**config.mk**
```make
export PLATFORM = sky130hd
export DESIGN_NAME = imem_loader
export DESIGN_NICKNAME = d
export VERILOG_FILES = /design/src/rtl/mips_pkg.sv /design/src/rtl/mips_opcode_check.sv /design/src/rtl/imem_loader.sv
export SDC_FILE = /design/constraint.sdc
export NUM_CORES = 1
export LEC_CHECK = 0
export ABC_AREA = 1
export BUFFER_PORTS_ARGS = -buffer_cell sky130_fd_sc_hd__buf_4
export CORE_MARGIN = 10
export CORE_UTILIZATION = 47
export DETAILED_ROUTE_END_ITERATION = 8
export PLACE_DENSITY = 0.75
export SLEW_MARGIN = 20
export SYNTH_ARGS = -nofsm -noshare
export SYNTH_HDL_FRONTEND = slang
export SYNTH_SLANG_ARGS = --single-unit
```
**constraint.sdc**
```tcl
create_clock -name clk -period 1.2 [get_ports clk]
set_input_delay 0.12 -clock clk [delete_from_list [all_inputs] [get_ports clk]]
set_output_delay 0.12 -clock clk [all_outputs]
set_load 0.1 [all_outputs]
```
**src/rtl/mips_pkg.sv**
```systemverilog
// Shared MIPS definitions: supported opcodes, instruction-loader state and
// error encodings. Used by the loader and the control decoder.
package mips_pkg;

  // Opcode field values (instr[31:26]) the single-cycle control decoder implements
  localparam logic [5:0] OP_RTYPE = 6'b000000;
  localparam logic [5:0] OP_LW    = 6'b100011;
  localparam logic [5:0] OP_SW    = 6'b101011;
  localparam logic [5:0] OP_BEQ   = 6'b000100;
  localparam logic [5:0] OP_ADDI  = 6'b001000;
  localparam logic [5:0] OP_J     = 6'b000010;
  localparam logic [5:0] OP_JAL   = 6'b000011;

  typedef enum logic [2:0] {
    ST_IDLE,
    ST_LOAD,
    ST_WRITE,
    ST_DONE,
    ST_ERROR
  } loader_state_t;

  typedef enum logic [1:0] {
    ERR_NONE     = 2'd0,
    ERR_OPCODE   = 2'd1,
    ERR_ALIGN    = 2'd2,
    ERR_OVERFLOW = 2'd3
  } loader_err_t;

endpackage

```
**src/rtl/mips_opcode_check.sv**
```systemverilog
// Combinational opcode filter: flags whether a 6-bit opcode is one the
// control decoder supports.
module mips_opcode_check
  import mips_pkg::*;
(
  input  logic [5:0] i_opcode,
  output logic       o_supported
);

  // Membership test against the supported opcode set
  always_comb begin
    // NOTE: every combinational output gets a default first, so no path can
    // leave it unassigned and infer a latch.
    o_supported = 1'b0;
    case (i_opcode)
      OP_RTYPE, OP_LW, OP_SW, OP_BEQ,
      OP_ADDI, OP_J, OP_JAL: o_supported = 1'b1;
      default:               o_supported = 1'b0;
    endcase
  end

endmodule

```
**src/rtl/imem_loader.sv**
```systemverilog
// Instruction-memory loader: packs a host byte stream big-endian into 32-bit
// words, rejects unsupported opcodes and writes words sequentially from
// address 0. Optional running XOR checksum output under
// IMEM_LOADER_CHECKSUM_EN.
module imem_loader
  import mips_pkg::*;
#(
  parameter int ADDR_W = 8
) (
  input  logic              clk,
  input  logic              rst,
  input  logic              start,
  input  logic              in_valid,
  input  logic [7:0]        in_data,
  input  logic              in_last,
  output logic              in_ready,
  output logic              imem_we,
  output logic [ADDR_W-1:0] imem_addr,
  output logic [31:0]       imem_wdata,
  output logic              busy,
  output logic              done,
  output logic [1:0]        err,
  output logic [ADDR_W:0]   words_loaded
`ifdef IMEM_LOADER_CHECKSUM_EN
  ,
  output logic [31:0]       checksum
`endif
);

  // Word count at which memory is full; a further word is an overflow
  localparam logic [ADDR_W:0] CAPACITY = {1'b1, {ADDR_W{1'b0}}};

  loader_state_t     r_state;
  loader_state_t     w_state_next;
  loader_err_t       r_err;
  logic [ADDR_W-1:0] r_addr;
  logic [31:0]       r_wdata;
  logic [1:0]        r_byte_idx;
  logic              r_last;
  logic [ADDR_W:0]   r_words;
  logic              w_opcode_ok;
  logic              w_accept;
  logic              w_start_ok;
  logic              w_full;

  mips_opcode_check u_opcode_check (
    .i_opcode    (r_wdata[31:26]),
    .o_supported (w_opcode_ok)
  );

  // start only opens a session from an idle-like state; it is ignored while busy
  assign w_start_ok = start && (r_state == ST_IDLE || r_state == ST_DONE ||
                                r_state == ST_ERROR);
  assign w_accept   = in_valid && (r_state == ST_LOAD);
  assign w_full     = (r_words == CAPACITY);

  // State register
  always_ff @(posedge clk) begin
    // NOTE: sequential state uses non-blocking assignments so every register
    // samples pre-edge values regardless of statement order.
    if (rst) r_state <= ST_IDLE;
    else     r_state <= w_state_next;
  end

  // Next-state decode and per-state strobes
  always_comb begin
    w_state_next = r_state;
    in_ready     = 1'b0;
    imem_we      = 1'b0;
    case (r_state)
      ST_IDLE, ST_DONE, ST_ERROR: begin
        if (w_start_ok) w_state_next = ST_LOAD;
      end
      ST_LOAD: begin
        in_ready = 1'b1;
        if (w_accept) begin
          if (r_byte_idx == 2'd3) w_state_next = w_full ? ST_ERROR : ST_WRITE;
          else if (in_last)       w_state_next = ST_ERROR;
        end
      end
      ST_WRITE: begin
        if (w_opcode_ok) begin
          imem_we      = 1'b1;
          w_state_next = r_last ? ST_DONE : ST_LOAD;
        end else begin
          w_state_next = ST_ERROR;
        end
      end
      default: w_state_next = ST_IDLE;
    endcase
  end

  // Datapath: byte packing, address/count advance, sticky error capture
  always_ff @(posedge clk) begin
    if (rst) begin
      r_err      <= ERR_NONE;
      r_addr     <= '0;
      r_wdata    <= '0;
      r_byte_idx <= '0;
      r_last     <= 1'b0;
      r_words    <= '0;
    end else if (w_start_ok) begin
      r_err      <= ERR_NONE;
      r_addr     <= '0;
      r_byte_idx <= '0;
      r_last     <= 1'b0;
      r_words    <= '0;
    end else if (w_accept) begin
      r_wdata    <= {r_wdata[23:0], in_data};
      r_byte_idx <= r_byte_idx + 2'd1;
      if (r_byte_idx == 2'd3) begin
        r_last <= in_last;
        if (w_full) r_err <= ERR_OVERFLOW;
      end else if (in_last) begin
        r_err <= ERR_ALIGN;
      end
    end else if (r_state == ST_WRITE) begin
      if (w_opcode_ok) begin
        r_addr  <= r_addr + 1'b1;
        r_words <= r_words + 1'b1;
      end else begin
        r_err <= ERR_OPCODE;
      end
    end
  end

  assign imem_addr    = r_addr;
  assign imem_wdata   = r_wdata;
  assign busy         = (r_state == ST_LOAD) || (r_state == ST_WRITE);
  assign done         = (r_state == ST_DONE);
  assign err          = r_err;
  assign words_loaded = r_words;

`ifdef IMEM_LOADER_CHECKSUM_EN
  logic [31:0] r_checksum;

  // Running XOR of every word actually written this session
  always_ff @(posedge clk) begin
    if (rst)             r_checksum <= '0;
    else if (w_start_ok) r_checksum <= '0;
    else if (imem_we)    r_checksum <= r_checksum ^ r_wdata;
  end

  assign checksum = r_checksum;
`endif

endmodule

```
==> results.yml, run 1 <==
synth:
  yosysUniqueCellTypes: 27
  syn_area_per_cell_um2: 7.46
  async_flop_share: 0
  yosys_register_bits: 57
  yosys_warnings: 0
  ys_seq_area_frac: 0.451
  synth.top_cell.area_share: 0.451
  synth-main-ff-cell: "dfxtp_1"
  synth_common_cells: "nor2_1, nand2_1, dfxtp_1, inv_1, o21ai_0"
  synth_area_leaders: "dfxtp_1, nor2_1, nand2_1"
  syn-num-nets: 356
  synth_edf_count: 0
  yosysMostFrequentCell: "nor2_1"
  post_synth_instance_area_um2: 2530
  syn_inst: 339
  yosysTopAreaCell: "dfxtp_1"
clock_network:
  clkTransAtPathRegs_ns: 0.08
  clkSinkCount: 57
  clock_latency_ns: 0.37
  cts_buffer_depth: 2
  cts_tree: "done"
  clockRootBuffer: "clkbuf_8"
  cts_buffers: 9
  htreeDepth: 3
drt:
  drtIter0Drc: 483
  detail_route.vias_per_cell: 6.17
  drc: 0
  ant_nets: 0
  dr.pass1.iters: 5
  routedWlPerCell_um: 26.1
  via_count: 3417
  routed_wl_mm: 14.4
critical_path:
  path_max_fanout: 8
  crit_arrival_ns: 1.89
  worstPathRequired_ns: 1.46
  crit_type: "register to register"
  cp-end-kind: "register"
  start_kind: "register"
status:
  violations: "setup timing"
  status: "complete, but fails checks"
grt:
  grt_max_degree: 33
  grt_pass1_wl_mm: 16.6
  met3_usage: 0.0719
  grt_overflow: 0
  gr-usage-met1: 0.239
  antenna_found_initial: 0
  grt_use_met2: 0.433
  top_usage_layer: "met2"
  grt_usage: 0.241
  grt_pass1_vias: 3221
sta:
  finClkSkew_ns: 0.00887
  fmax_mhz: 611
  rsz0062_at_grt: "yes"
  maxSlewHeadroom: 0.769
  finalSetupViolCount: 76
  tightestPinTransition_ns: 0.345
  finalMaxSlewViolations: 0
  setup_slack_ns: -0.437
  fin_crit_ns: 1.64
  hold_violations: 0
  finalCritPeriodShare: 1.36
pwr:
  leakagePower_nw: 2.08
  powerDensity_nw_per_um2: 1280
  vdd_drop_max_mv: 1.32
placement:
  io_buffers: 67
  placed_area_um2: 3520
  place_inst: 503
  place_congestion: 0.810
  place_hpwl_mm: 4.96
die:
  core_um2: 5170
  rows: 26
  die_w_um: 93.4
  pin_count: 68
  die_area_um2: 8710
  fp.dieH_um: 93.4
  start_util: 0.489
final_layout:
  finalNetCount: 496
  fin_area_um2: 4950
  antenna_cells: 0
  drive_above_1_share: 0.671
  final_cells: 554
  syn2layout_area_growth_pct: 95.6
job:
  drv_cap: 0
worst_hold_path:
  worst_hold_path_type: "input port to register"
flip-flops by register name (all words and copies together) (netlist names):
register	cells
r_state	3
words_loaded	9
imem_addr	8
imem_wdata	32
r_last	1
r_byte_idx	2
err	2
cell type report:
| class | count | area [um2] |
|---|---|---|
| clock buffers | 11 | 163 |
| fillers | 114 | 225 |
| well taps | 70 | 87.6 |
| inverters | 34 | 146 |
| repair buffers | 143 | 1520 |
| multi-input cells | 234 | 1770 |
| flip-flops and latches | 57 | 1220 |
| clock inverters | 5 | 41.3 |
cells by family (layout without fill, tap and decap cells):
| kind of cell | after synthesis | after routing | synth area share |
|---|---|---|---|
| adder cells (fa/ha/maj) | 4 | 4 | 0.0198 |
| AND/OR/NAND/NOR | 154 | 154 | 0.260 |
| buffers and inverters | 48 | 193 | 0.0915 |
| flip-flops | 57 | 57 | 0.451 |
| XOR/XNOR | 5 | 5 | 0.0173 |
| AO/OA/AOI/OAI | 71 | 71 | 0.160 |
placed cells by master (no fill, tap or decap), types with 11 or more instances in the layout:
cell type / count
a21oi_2: 20
buf_12: 11
buf_4: 70
buf_6: 49
dfxtp_1: 30
dfxtp_4: 17
inv_1: 24
nand2_1: 25
nand2_2: 26
nand2_4: 11
nor2_1: 57
o21ai_2: 35
power breakdown:
group | internal (mW) | leakage, nW | total, mW | switching [mW]
Sequential | 1.98 | 0.481 | 2.15 | 0.165
Combinational | 0.705 | 1.49 | 2.22 | 1.52
Clock | 0.960 | 0.106 | 1.98 | 1.02
Total | 3.65 | 2.08 | 6.35 | 2.70
timing repair:
item,CTS,global route
endpoints found under the hold margin,5,0
resized for setup,151,103
pin swaps,22,32
setup buffers,16,15
gates cloned,6,2
hold buffers,4,0
endpoints found under the setup margin,66,76
through the flow:
stage	TNS [ns]	setup WS [ns]	power (mW)	util	hold slack [ns]
final	-19.56	-0.437	6.35	0.956	0.0128
after detailed placement	-5.01	-0.152	3.65	0.681	0.359
after global routing	-20.83	-0.473	6.47	0.956	0.0248
after CTS	-13.48	-0.312	5.85	0.875	0.000965
after global placement	-3.03	-0.108	3.63	0.681	0.349
after floorplan	-34.82	-0.822	3.26	-	0.179
per-layer routing:
layer / wire, um / vias up
met5: 0 / -
met4: 1030 / 0
met3: 1370 / 104
met2: 7050 / 313
met1: 4990 / 1628
li1: - / 1372
path summary, 6_finish.rpt:
check                                   from             to  cells past startpoint  slack [ns]
worst max register to register    r_state[1]         err[0]                     10       -0.44
worst max-delay path              r_state[1]         err[0]                     10       -0.44
worst min-delay path              in_data[4]  imem_wdata[4]                      3        0.01
worst min register to register  imem_addr[6]   imem_addr[6]                      2        0.52
critical path, cell delays in order (launching register included):
cell,delay [ns]
dfxtp_2,0.35
buf_6,0.13
nor3_4,0.22
buf_6,0.14
nand2_8,0.09
nor2_4,0.21
nand2_4,0.10
nand2_4,0.09
nand2_2,0.06
nand2_2,0.09
nor2_2,0.04
Note: power is estimated with default switching activity, not from simulation.
==> run 2: changes to the inputs <==
BUFFER_PORTS_ARGS = -buffer_cell sky130_fd_sc_hd__buf_2   (was -buffer_cell sky130_fd_sc_hd__buf_4)
HOLD_SLACK_MARGIN = 0.06   (was not set)
==> run 2 against run 1 <==
- synthesized cell count stayed put
- area after synthesis stayed put
- the flow now stops in 4_1_cts
==> results.yml, run 2 <==
status:
  status: "aborted with a tool error"
  haltStage: "4_1_cts"
  error_line: "[ERROR DPL-0033] detailed placement checks failed during check placement."
synth:
  synth-main-ff-cell: "dfxtp_1"
  synth_edf_count: 0
  syn_area_per_cell_um2: 7.46
  ys_seq_area_frac: 0.451
  yosys_warnings: 0
  yosysMostFrequentCell: "nor2_1"
  post_synth_instance_area_um2: 2530
  async_flop_share: 0
  yosysTopAreaCell: "dfxtp_1"
  yosysUniqueCellTypes: 27
  synth_area_leaders: "dfxtp_1, nor2_1, nand2_1"
  synth.top_cell.area_share: 0.451
  syn-num-nets: 356
  synth_common_cells: "nor2_1, nand2_1, dfxtp_1, inv_1, o21ai_0"
  yosys_register_bits: 57
  syn_inst: 339
clock_network:
  post_cts_resized: 145
  cts_buffers: 9
  post_cts_buffers: 22
  cts_hold_buffers: 9
  clkSinkCount: 57
  htreeDepth: 3
  clockRootBuffer: "clkbuf_8"
  cts_buffer_depth: 2
placement:
  placed_area_um2: 4220
  place_hpwl_mm: 6.28
  io_buffers: 67
  place_congestion: 0.870
die:
  rows: 26
  start_util: 0.489
  die_w_um: 93.4
  pin_count: 68
  fp.dieH_um: 93.4
run 2: cells by family after synthesis:
group	count (synthesis)	share of synthesized area
AO/OA/AOI/OAI	71	0.160
flip-flops	57	0.451
adder cells (fa/ha/maj)	4	0.0198
AND/OR/NAND/NOR	154	0.260
buffers and inverters	48	0.0915
XOR/XNOR	5	0.0173
run 2: through the flow:
| step | worst slack (ns) | hold WS, ns | setup TNS (ns) | instances |
|---|---|---|---|---|
| floorplan | -0.822 | 0.179 | -34.82 | 339 |
| global placement | -0.0869 | 0.368 | -2.29 | 512 |
| detailed placement | -0.215 | 0.373 | -6.25 | 512 |
==> run 3: changes to the inputs <==
CORE_UTILIZATION = 40   (was 47)
HOLD_SLACK_MARGIN = not set   (was 0.06)
PLACE_DENSITY = not set   (was 0.75)
PLACE_DENSITY_LB_ADDON = 0.15   (was not set)
clock period = 1.56 ns   (was 1.2 ns; I/O delays follow)
==> run 3 against run 2 <==
- the run now ends clean
==> results.yml, run 3 (synthesis gave the netlist of run 1 again) <==
sta:
  fmax_mhz: 650
  finalMaxSlewViolations: 0
  hold_violations: 0
  finalCritPeriodShare: 0.986
  finalSetupViolCount: 0
  rsz0062_at_grt: "yes"
  maxSlewHeadroom: 0.666
  tightestPinTransition_ns: 0.504
  finClkSkew_ns: 0.00948
  fin_crit_ns: 1.54
placement:
  place_inst: 475
  io_buffers: 67
  place_congestion: 0.778
  place_hpwl_mm: 4.57
final_layout:
  seqCellArea_um2: 1190
  final_common_cell: "nor2_1"
  mostFrequentLayoutCells: "nor2_1, buf_2, nand2_1, dfxtp_1, inv_1"
  fillers: 596
  drive_above_1_share: 0.338
  syn2layout_area_growth_pct: 27.9
  multiInputGateArea_um2: 1170
  final_cells: 492
  finalNetCount: 429
  final_util: 0.537
  largest_reg_flops: 32
  antenna_cells: 0
status:
  status: "finished clean"
drt:
  via_count: 2285
  routed_wl_mm: 6.27
  drc: 0
  routedWlPerCell_um: 12.8
  drtIter0Drc: 65
  detail_route.vias_per_cell: 4.64
  ant_nets: 0
  dr.pass1.iters: 4
clock_network:
  cts_buffers: 9
  clock_latency_ns: 0.33
  clkSinkCount: 57
  cts_tree: "done"
  clkTransAtPathRegs_ns: 0.07
  htreeDepth: 3
  cts_buffer_depth: 2
  clockRootBuffer: "clkbuf_8"
  cts_hold_buffers: 0
grt:
  grt_pass1_wl_mm: 10.2
  grt_overflow: 0
  grt_usage: 0.125
  grt_max_degree: 40
  grt_pass1_vias: 2133
  antenna_found_initial: 0
die:
  die_w_um: 99.5
  fp.dieH_um: 99.5
  die_area_um2: 9900
  start_util: 0.420
  core_um2: 6030
  pin_count: 68
  rows: 28
pwr:
  powerDensity_nw_per_um2: 1220
  leakagePower_nw: 1.44
  vdd_drop_max_mv: 0.595
worst_hold_path:
  whs_path_depth: 3
  worst_hold_path_type: "input port to register"
critical_path:
  worstRegToRegCells: 10
  start_kind: "register"
  path_max_fanout: 3
  crit_type: "register to output port"
  cp-end-kind: "output port"
  crit_arrival_ns: 1.38
  worstPathRequired_ns: 1.40
job:
  drv_cap: 0
==> run 3: report_power, final <==
group	switching [mW]	total (mW)	leakage (nW)	internal, mW
registers	0.0654	1.60	0.477	1.54
clock network	0.596	1.27	0.0915	0.671
logic	0.867	1.07	0.874	0.206
==> run 3: path summary, 6_finish.rpt <==
path	from	to	slack, ns
min reg2reg	imem_wdata[30]	imem_wdata[30]	0.47
max reg2reg	imem_wdata[27]	words_loaded[4]	0.09
min	in_data[6]	imem_wdata[6]	0.07
max	imem_wdata[27]	imem_we	0.02
==> run 3: worst max-delay path: stages (launching register included) <==
cell     delay [ns]
dfxtp_4        0.35
inv_1          0.05
nand2_1        0.05
nand2_1        0.08
nor2_4         0.13
nand3_2        0.14
inv_6          0.10
buf_12         0.17
==> run 3: routing by layer <==
metal	track usage	part of all wire
met1	0.162	0.50
met2	0.181	0.44
met3	0.0512	0.058
met4	0.0430	0.0049
met5	0	0
==> run 3: layout make-up <==
cell class,instances,share of cell area
Timing Repair Buffer,76,0.143
Sequential cell,57,0.368
Multi-Input combinational cell,234,0.361
Inverter,34,0.0418
Clock buffer,12,0.0484
Tap cell,75,0.0290
Clock inverter,4,0.00812
==> run 3: timing repair <==
| item | CTS | global route |
|---|---|---|
| setup buffers | 1 | 0 |
| endpoints found under the setup margin | 2 | 3 |
| resized for setup | 8 | 1 |
==> run 3: per-stage QoR <==
stage / setup TNS (ns) / total power, mW / hold slack (ns) / area [um2] / setup WS [ns]
2_1_floorplan: -15.71 / 2.51 / 0.215 / 2590 / -0.462
3_3_place_gp: 0 / 2.71 / 0.402 / 3020 / 0.0813
3_5_place_dp: 0 / 2.71 / 0.410 / 3020 / 0.00956
4_1_cts: -0.00784 / 3.99 / 0.0570 / 3230 / -0.00784
5_1_grt: -0.134 / 4.11 / 0.0708 / 3230 / -0.0657
6_report: 0 / 3.94 / 0.0719 / 3230 / 0.0211
==> run 4: changes to the inputs <==
--- a/config.mk
+++ b/config.mk
@@ -13,2 +13,3 @@
 export PLACE_DENSITY_LB_ADDON = 0.15
+export REMOVE_ABC_BUFFERS = 1
 export SLEW_MARGIN = 20
==> constraint.sdc (replaced) <==
create_clock -name clk -period 1.56 [get_ports clk]
set_input_delay 0.234 -clock clk [delete_from_list [all_inputs] [get_ports clk]]
set_output_delay 0.234 -clock clk [all_outputs]
set_load 0.1 [all_outputs]
==> run 4 against run 3 <==
- the run now ends with setup timing left
- non-clock buffer count is 5 higher
- clock power is 9% lower
- die area stayed put
- fmax is 2.0% lower
- largest power group unchanged
- worst setup slack worse by 0.032 ns
==> results.yml, run 4 (synthesis gave the netlist of run 1 again) <==
sta:
  finalCritPeriodShare: 1.01
  maxSlewHeadroom: 0.668
  fin_crit_ns: 1.57
  finalSetupViolCount: 1
  fmax_mhz: 637
  rsz0062_at_grt: "yes"
  setup_slack_ns: -0.0106
  finalMaxSlewViolations: 0
  tns_ns: -0.0106
  tightestPinTransition_ns: 0.502
  hold_violations: 0
  finClkSkew_ns: 0.00957
critical_path:
  worstPathRequired_ns: 1.33
  path_max_fanout: 4
  cpMaxStageDelayCell: "dfxtp_2"
  crit_arrival_ns: 1.34
  crit_type: "register to output port"
  start_kind: "register"
  crit_end: "busy"
  worstRegToRegCells: 6
  cp-end-kind: "output port"
  cp_slowest_stage_delay_ns: 0.35
  rrSetupSlack_ns: 0.17
  worstPathCellList: "nor3_4 > buf_4 > inv_1 > nand2_2 > buf_12"
  startpoint: "r_state[0]"
  rr_endpoint: "r_byte_idx[0]"
  reg2reg_from: "r_state[0]"
pwr:
  vdd_drop_max_mv: 0.826
  leakagePower_nw: 1.45
  powerDensity_nw_per_um2: 1200
  power_mw: 3.86
die:
  pin_count: 68
  die_w_um: 99.5
  die_area_um2: 9900
  core_um2: 6030
  rows: 28
  start_util: 0.420
  fp.dieH_um: 99.5
placement:
  placed_area_um2: 2990
  place_congestion: 0.856
  post-place-ws_ns: 0.0855
  io_buffers: 67
  place_hpwl_mm: 4.36
grt:
  grt_use_met2: 0.197
  grt_max_degree: 40
  top_usage_layer: "met2"
  met3_usage: 0.0858
  antenna_found_initial: 0
  grt_pass1_wl_mm: 10.1
  grt_overflow: 0
  gr-usage-met1: 0.132
  grt_pass1_vias: 2197
  grt_usage: 0.125
drt:
  via_count: 2306
  dr.pass1.iters: 6
  ant_nets: 0
  drtIter0Drc: 72
  routedWlPerCell_um: 12.2
  detail_route.vias_per_cell: 4.65
  routed_wl_mm: 6.04
  drc: 0
clock_network:
  clkSinkCount: 57
  cts_hold_buffers: 0
  clockRootBuffer: "clkbuf_8"
  cts_buffers: 9
  clock_latency_ns: 0.33
  clkTransAtPathRegs_ns: 0.06
  cts_tree: "done"
  htreeDepth: 3
  cts_buffer_depth: 2
final_layout:
  drive_above_1_share: 0.304
  final_common_cell: "nor2_1"
  final_util: 0.533
  largest_reg_flops: 32
  antenna_cells: 0
  mostFrequentLayoutCells: "nor2_1, buf_2, nand2_1, dfxtp_1"
  fin_area_um2: 3210
  syn2layout_area_growth_pct: 27.1
  finalNetCount: 434
worst_hold_path:
  whs_path_depth: 2
  worst_hold_path_type: "input port to register"
status:
  violations: "setup timing"
  status: "complete, but fails checks"
job:
  drv_cap: 0
==> run 4: cell types whose count changed in the layout (fill, tap and decap cells not counted), moves of 2 or more <==
cell and change:
buf_4 +4, dfxtp_1 +18, dfxtp_2 -10, dfxtp_4 -8, inv_2 +2
==> run 4: worst max-delay path: cells and delay by family (launching register included) <==
kind,cells,cell delay [ns]
buffers and inverters,3,0.36
AND/OR/NAND/NOR,2,0.28
flip-flops,1,0.35
==> run 4: cell type report <==
cell class                      instances  area [um2]
Tap cell                               75        93.8
Sequential cell                        57        1150
Clock inverter                          3        17.5
Fill cell                             599        2810
Multi-Input combinational cell        234        1170
Timing Repair Buffer                   81         507
Inverter                               34         133
Clock buffer                           12         145
==> run 4: power breakdown <==
part | switching [mW] | internal (mW)
combinational | 0.870 | 0.226
clock | 0.553 | 0.605
sequential | 0.0579 | 1.54
==> run 4: worst min-delay path by stage <==
stage	startpoint	to	slack [ns]
floorplan	rst	r_state[0]	0.30
global placement	imem_wdata[30]	imem_wdata[30]	0.45
detailed placement	imem_wdata[30]	imem_wdata[30]	0.47
CTS	in_data[5]	imem_wdata[5]	0.13
global route	rst	r_state[2]	0.15
finish	rst	r_state[2]	0.15
==> run 4: stage by stage <==
stage,cells,hold WS (ns)
2_1_floorplan,325,0.303
3_3_place_gp,477,0.451
3_5_place_dp,477,0.466
4_1_cts,496,0.131
5_1_grt,496,0.146
6_report,496,0.146
==> run 4: timing repair <==
| item | 4_1_cts | 5_1_grt |
|---|---|---|
| setup buffers | 4 | 1 |
| setup endpoints to repair | 4 | 13 |
| gates cloned | 0 | 0 |
| gates resized for setup | 12 | 5 |
| pin swaps | 3 | 2 |
==> run 4: metal layers <==
| metal | vias up | wire length, um |
|---|---|---|
| met5 | - | 0 |
| met4 | 0 | 67 |
| met3 | 7 | 698 |
| met2 | 62 | 2660 |
| met1 | 1005 | 2610 |
| li1 | 1232 | - |
